`src/rtl/bpi_cmd_fifo_arbiter.sv`:
```
// Two-source arbiter for the BPI command FIFO write port; keeps each command atomic and aborts abandoned or stalled ones.
// Define BPI_ARB_TIMEOUT_EN to build in the stall counter and timeout abort.
module bpi_cmd_fifo_arbiter #(
  parameter int DW      = 16,
  parameter int TMO_CYC = 1023
) (
  input  logic          CLK,
  input  logic          RST,
  input  logic [1:0]    REQ,
  input  logic [1:0]    WR,
  input  logic [1:0]    LAST,
  input  logic [DW-1:0] DIN0,
  input  logic [DW-1:0] DIN1,
  input  logic          FF_FULL,
  output logic [1:0]    GNT,
  output logic [1:0]    ACC,
  output logic          FF_WE,
  output logic [DW-1:0] FF_DIN,
  output logic          BUSY,
  output logic          ABORT,
  output logic          ABORT_SRC,
  output logic [7:0]    WORD_CNT,
  output logic [1:0]    OUT_STATE
);
  localparam logic [1:0] S_IDLE  = 2'b00;
  localparam logic [1:0] S_OWNED = 2'b01;
  localparam logic [1:0] S_ABORT = 2'b10;

  logic [1:0] r_state, w_next;
  logic [1:0] r_gnt;
  logic       r_pri;
  logic       r_abort_src;
  logic [7:0] r_word_cnt;
  logic [1:0] w_win, w_acc;
  logic       w_g, w_acc_any, w_last_acc, w_tmo;

  always_comb begin
    w_win = 2'b00;
    case (REQ)
      2'b01:   w_win = 2'b01;
      2'b10:   w_win = 2'b10;
      2'b11:   w_win = r_pri ? 2'b10 : 2'b01;
      default: w_win = 2'b00;
    endcase
  end

  // r_gnt is one-hot, so bit 1 doubles as the owner index
  assign w_g        = r_gnt[1];
  assign w_acc      = (r_state == S_OWNED) ? (r_gnt & WR & {2{~FF_FULL}}) : 2'b00;
  assign w_acc_any  = |w_acc;
  assign w_last_acc = w_acc_any & LAST[w_g];

`ifdef BPI_ARB_TIMEOUT_EN
  localparam logic [9:0] TMO_LIM = 10'(TMO_CYC - 1);
  logic [9:0] r_stall;

  // Holds while the FIFO is full so backpressure alone never aborts.
  always_ff @(posedge CLK or posedge RST) begin
    if (RST)                      r_stall <= '0;
    else if (r_state != S_OWNED)  r_stall <= '0;
    else if (w_acc_any)           r_stall <= '0;
    else if (!FF_FULL)            r_stall <= r_stall + 10'd1;
  end

  assign w_tmo = (r_state == S_OWNED) & ~w_acc_any & ~FF_FULL & (r_stall == TMO_LIM);
`else
  logic w_unused_tmo;
  assign w_unused_tmo = ^10'(TMO_CYC);
  assign w_tmo        = 1'b0;
`endif

  always_ff @(posedge CLK or posedge RST) begin
    if (RST) r_state <= S_IDLE;
    else     r_state <= w_next;
  end

  // Accepted LAST outranks both REQ drop and timeout.
  always_comb begin
    w_next = S_IDLE;
    case (r_state)
      S_IDLE:  w_next = (|REQ) ? S_OWNED : S_IDLE;
      S_OWNED: begin
        if (w_last_acc)              w_next = S_IDLE;
        else if (!REQ[w_g] || w_tmo) w_next = S_ABORT;
        else                         w_next = S_OWNED;
      end
      default: w_next = S_IDLE;
    endcase
  end

  always_ff @(posedge CLK or posedge RST) begin
    if (RST) begin
      r_gnt       <= 2'b00;
      r_pri       <= 1'b0;
      r_abort_src <= 1'b0;
      r_word_cnt  <= 8'd0;
    end else begin
      case (r_state)
        S_IDLE: if (|REQ) begin
          r_gnt      <= w_win;
          r_word_cnt <= 8'd0;
        end
        S_OWNED: begin
          if (w_acc_any && r_word_cnt != 8'hFF) r_word_cnt <= r_word_cnt + 8'd1;
          if (w_next != S_OWNED) begin
            r_gnt <= 2'b00;
            r_pri <= ~w_g;
          end
          if (w_next == S_ABORT) r_abort_src <= w_g;
        end
        default: r_gnt <= 2'b00;
      endcase
    end
  end

  always_comb begin
    GNT       = r_gnt;
    ACC       = w_acc;
    FF_WE     = w_acc_any;
    FF_DIN    = w_g ? DIN1 : DIN0;
    BUSY      = (r_state != S_IDLE);
    ABORT     = (r_state == S_ABORT);
    ABORT_SRC = r_abort_src;
    WORD_CNT  = r_word_cnt;
    OUT_STATE = r_state;
  end
endmodule

```
`config.mk`:
```
export PLATFORM = sky130hd
export DESIGN_NAME = bpi_cmd_fifo_arbiter
export DESIGN_NICKNAME = d
export VERILOG_FILES = /design/src/rtl/bpi_cmd_fifo_arbiter.sv
export SDC_FILE = /design/constraint.sdc
export NUM_CORES = 1
export LEC_CHECK = 0
export BUFFER_PORTS_ARGS = -buffer_cell sky130_fd_sc_hd__buf_2
export CAP_MARGIN = 20
export CORE_UTILIZATION = 35
export DETAILED_ROUTE_END_ITERATION = 10
export GPL_TIMING_DRIVEN = 0
export HOLD_SLACK_MARGIN = 0.03
export PLACE_DENSITY = 0.71
export SYNTH_ARGS = -nofsm -noshare
export SYNTH_HDL_FRONTEND = slang
export SYNTH_SLANG_ARGS = --single-unit
export TNS_END_PERCENT = 5
```
`constraint.sdc`:
```
create_clock -name CLK -period 1.75 [get_ports CLK]
set_input_delay 0.175 -clock CLK [delete_from_list [all_inputs] [get_ports CLK]]
set_output_delay 0.175 -clock CLK [all_outputs]
set_load 0.01 [all_outputs]
```
==> flow_summary.json <==
{
  "cellLeakagePower_uw": 0.000763,
  "setup_viol": 0,
  "ant_nets": 0,
  "detailed_place_hpwl_um": 2300,
  "place.port_buffers": 74,
  "muxShareOfSynthArea_pct": 20.7,
  "r2r_cells": 4,
  "ys_ff_latch": 14,
  "skew_ns": 0.00760,
  "dieArea_um2": 3110,
  "synth_edf_count": 0,
  "wl_um": 2780,
  "diodes": 0,
  "p_comb_share_pct": 58.1,
  "cp.arrival_ns": 1.50,
  "syn2layout_area_growth_pct": 44.4,
  "peakVddDrop_mv": 0.703,
  "crit_type": "reg -> out",
  "fin_crit_sh_pct": 95.8,
  "slew_headroom_pct": 53.4,
  "power.switching_uw": 691,
  "drive_gt1_share_pct": 55.4,
  "status": "completed",
  "period_minus_slack_ns": 1.68,
  "startpoint_type": "register",
  "grt_pass1_vias": 1059,
  "synthSimpleGateAreaFrac_pct": 23.3,
  "gp_congestion": 0.835,
  "grt_max_degree": 15,
  "num_rows": 19,
  "drt-initial-drc-count": 20,
  "avgSynthCellArea_um2": 9.30,
  "cp_data_required_time_ns": 1.57,
  "drc": 0,
  "cts_tree": "done",
  "die_w_um": 55.8,
  "rsz0062_at_grt": "false",
  "cts_inserted_buffers": 3,
  "synth_top_family_by_area": "simple AND/OR/NAND/NOR gates",
  "synthAdderAreaFrac_pct": 1.23,
  "synthArstFlopShare_pct": 100,
  "start_util_pct": 36.8,
  "synth_ff_type": "dfrtp_1",
  "synth_compound_area_share_pct": 16.9,
  "hold_class": "in -> reg",
  "cts.htree.levels": 1,
  "worstPathMaxFanout": 10,
  "ys_warn_count": 0,
  "hold_depth": 3,
  "clk-insertion-delay-late_ns": 0.27,
  "syn_nets": 151,
  "wire_per_inst_um": 12.8,
  "post_cts_buffers": 0,
  "clkTransAtPathRegs_ns": 0.08,
  "synthCells": 109,
  "powerDensity_nw_per_um2": 1130,
  "via_per_inst": 5.40,
  "power.internal_uw": 957,
  "core_um2": 2760,
  "vias": 1172,
  "hold_viol": 0,
  "grt_pass1_wl_um": 4360,
  "drv_slew": 0,
  "max_freq_mhz": 597,
  "synth.distinct_cells": 38,
  "maxCapViolations": 0,
  "final_nets": 230,
  "netlist_area_um2": 1010,
  "finalSetupTns_ns": 0,
  "netSwitchingFraction_pct": 41.9,
  "firstDrtPassIters": 4,
  "track_usage_pct": 17.9,
  "clockBufferDepth": 2,
  "seq_area_frac_synth_pct": 34.6,
  "clkPwrFrac_pct": 10.6,
  "antenna_found_initial": 0,
  "cts-root-buf": "clkbuf_4",
  "worst_slew_pin_slew_ns": 0.691,
  "io_pins": 75,
  "grt_overflow": 0,
  "report.power.total_uw": 1650,
  "clock-sinks": 14,
  "cp-end-kind": "output port",
  "seqPwrFrac_pct": 31.3,
  "die_h_um": 55.8,
  "synth-xor-area-share_pct": 0
}
==> power groups by stage <==
stage	clock [uW]	combinational, uW	sequential (uW)
3_3_place_gp	0	953	502
6_report	175	957	516
2_1_floorplan	0	608	519
4_1_cts	181	965	518
3_5_place_dp	0	971	507
5_1_grt	193	1040	535
==> worst paths after layout <==
kind                         startpoint     endpoint  slack [ns]
min reg2reg                 WORD_CNT[5]  WORD_CNT[5]        0.52
max                              GNT[1]   FF_DIN[15]        0.07
max in group asynchronous           RST  WORD_CNT[1]        0.89
min                              REQ[1]       GNT[1]        0.25
min in group asynchronous           RST  WORD_CNT[4]        0.49
max reg2reg                OUT_STATE[0]  WORD_CNT[5]        0.18
==> worst max-delay path, stage by stage (launching register included) <==
cell     delay (ns)
dfrtp_1        0.50
buf_4          0.24
mux2_2         0.35
buf_2          0.14
==> area by class of cell <==
cell class,count,area [um^2]
Inverter,5,18.8
Clock buffer,3,22.5
Tap cell,31,38.8
Multi-Input combinational cell,87,638
Sequential cell,14,350
Timing Repair Buffer,75,380
Fill cell,262,1290
Buffer,2,15.0
==> sequential cells by signal, indices dropped and copies added, names as in the netlist <==
register and count:
WORD_CNT 8, GNT 2, OUT_STATE 2, ABORT_SRC 1, r_pri 1
==> through the flow <==
| stage | area, um^2 | instances | setup WS [ns] | utilization [%] | hold slack [ns] |
|---|---|---|---|---|---|
| finish | 1460 | 217 | 0.0736 | 53.1 | 0.250 |
| global route | 1460 | 217 | 0.00275 | 53.1 | 0.263 |
| CTS | 1460 | 217 | 0.0760 | 52.8 | 0.248 |
| detailed placement | 1420 | 214 | 0.129 | 51.6 | 0.249 |
| global placement | 1420 | 214 | 0.142 | 51.6 | 0.238 |
| floorplan | 1010 | 109 | 0.317 | - | 0.0642 |
==> synth_stat cells (2+ instances only) <==
cell type	count	area (um^2)
a21oi_1	4	20.0
and3_1	3	18.8
and3_2	2	15.0
buf_2	2	10.0
dfrtp_1	14	350
inv_1	5	18.8
mux2_2	16	180
mux2i_1	3	30.0
nand2_1	11	41.3
nand3_1	4	20.0
nand3b_1	2	15.0
nor2_1	7	26.3
nor2b_1	2	12.5
nor3_1	3	15.0
o211ai_1	2	15.0
o21ai_0	7	35.0
==> routing by layer <==
layer | track usage (%) | vias up | share of wire [%]
met5 | 0 | - | 0
met4 | 8.36 | 0 | 1.2
met3 | 3.26 | 4 | 8.0
met2 | 31.8 | 57 | 51
met1 | 20.8 | 551 | 39
li1 | - | 560 | -
==> cell usage in the layout (no fill, tap or decap), types with 4 or more instances in the layout <==
master / Yosys / layout
dfrtp_1: 14 / 14
inv_1: 5 / 5
a21oi_1: 4 / 4
o21ai_0: 7 / 7
mux2_2: 16 / 16
nand3_1: 4 / 4
nor2_1: 7 / 7
nand2_1: 11 / 11
buf_2: 2 / 74
==> kinds of logic (layout without fill, tap and decap cells) <==
kind of cell	count (synthesis)	after routing
muxes	19	19
and+or+nand+nor	42	42
AOI/OAI and AO/OA	25	25
DFF	14	14
adders and majority gates	1	1
buffers and inverters	8	85
==> timing repair <==
action	CTS	global route
resized for setup	2	1
endpoints found under the hold margin	14	0
endpoints found under the setup margin	16	1
hold buffers	1	0
cloned	0	0
(Power assumes the default switching activity.)
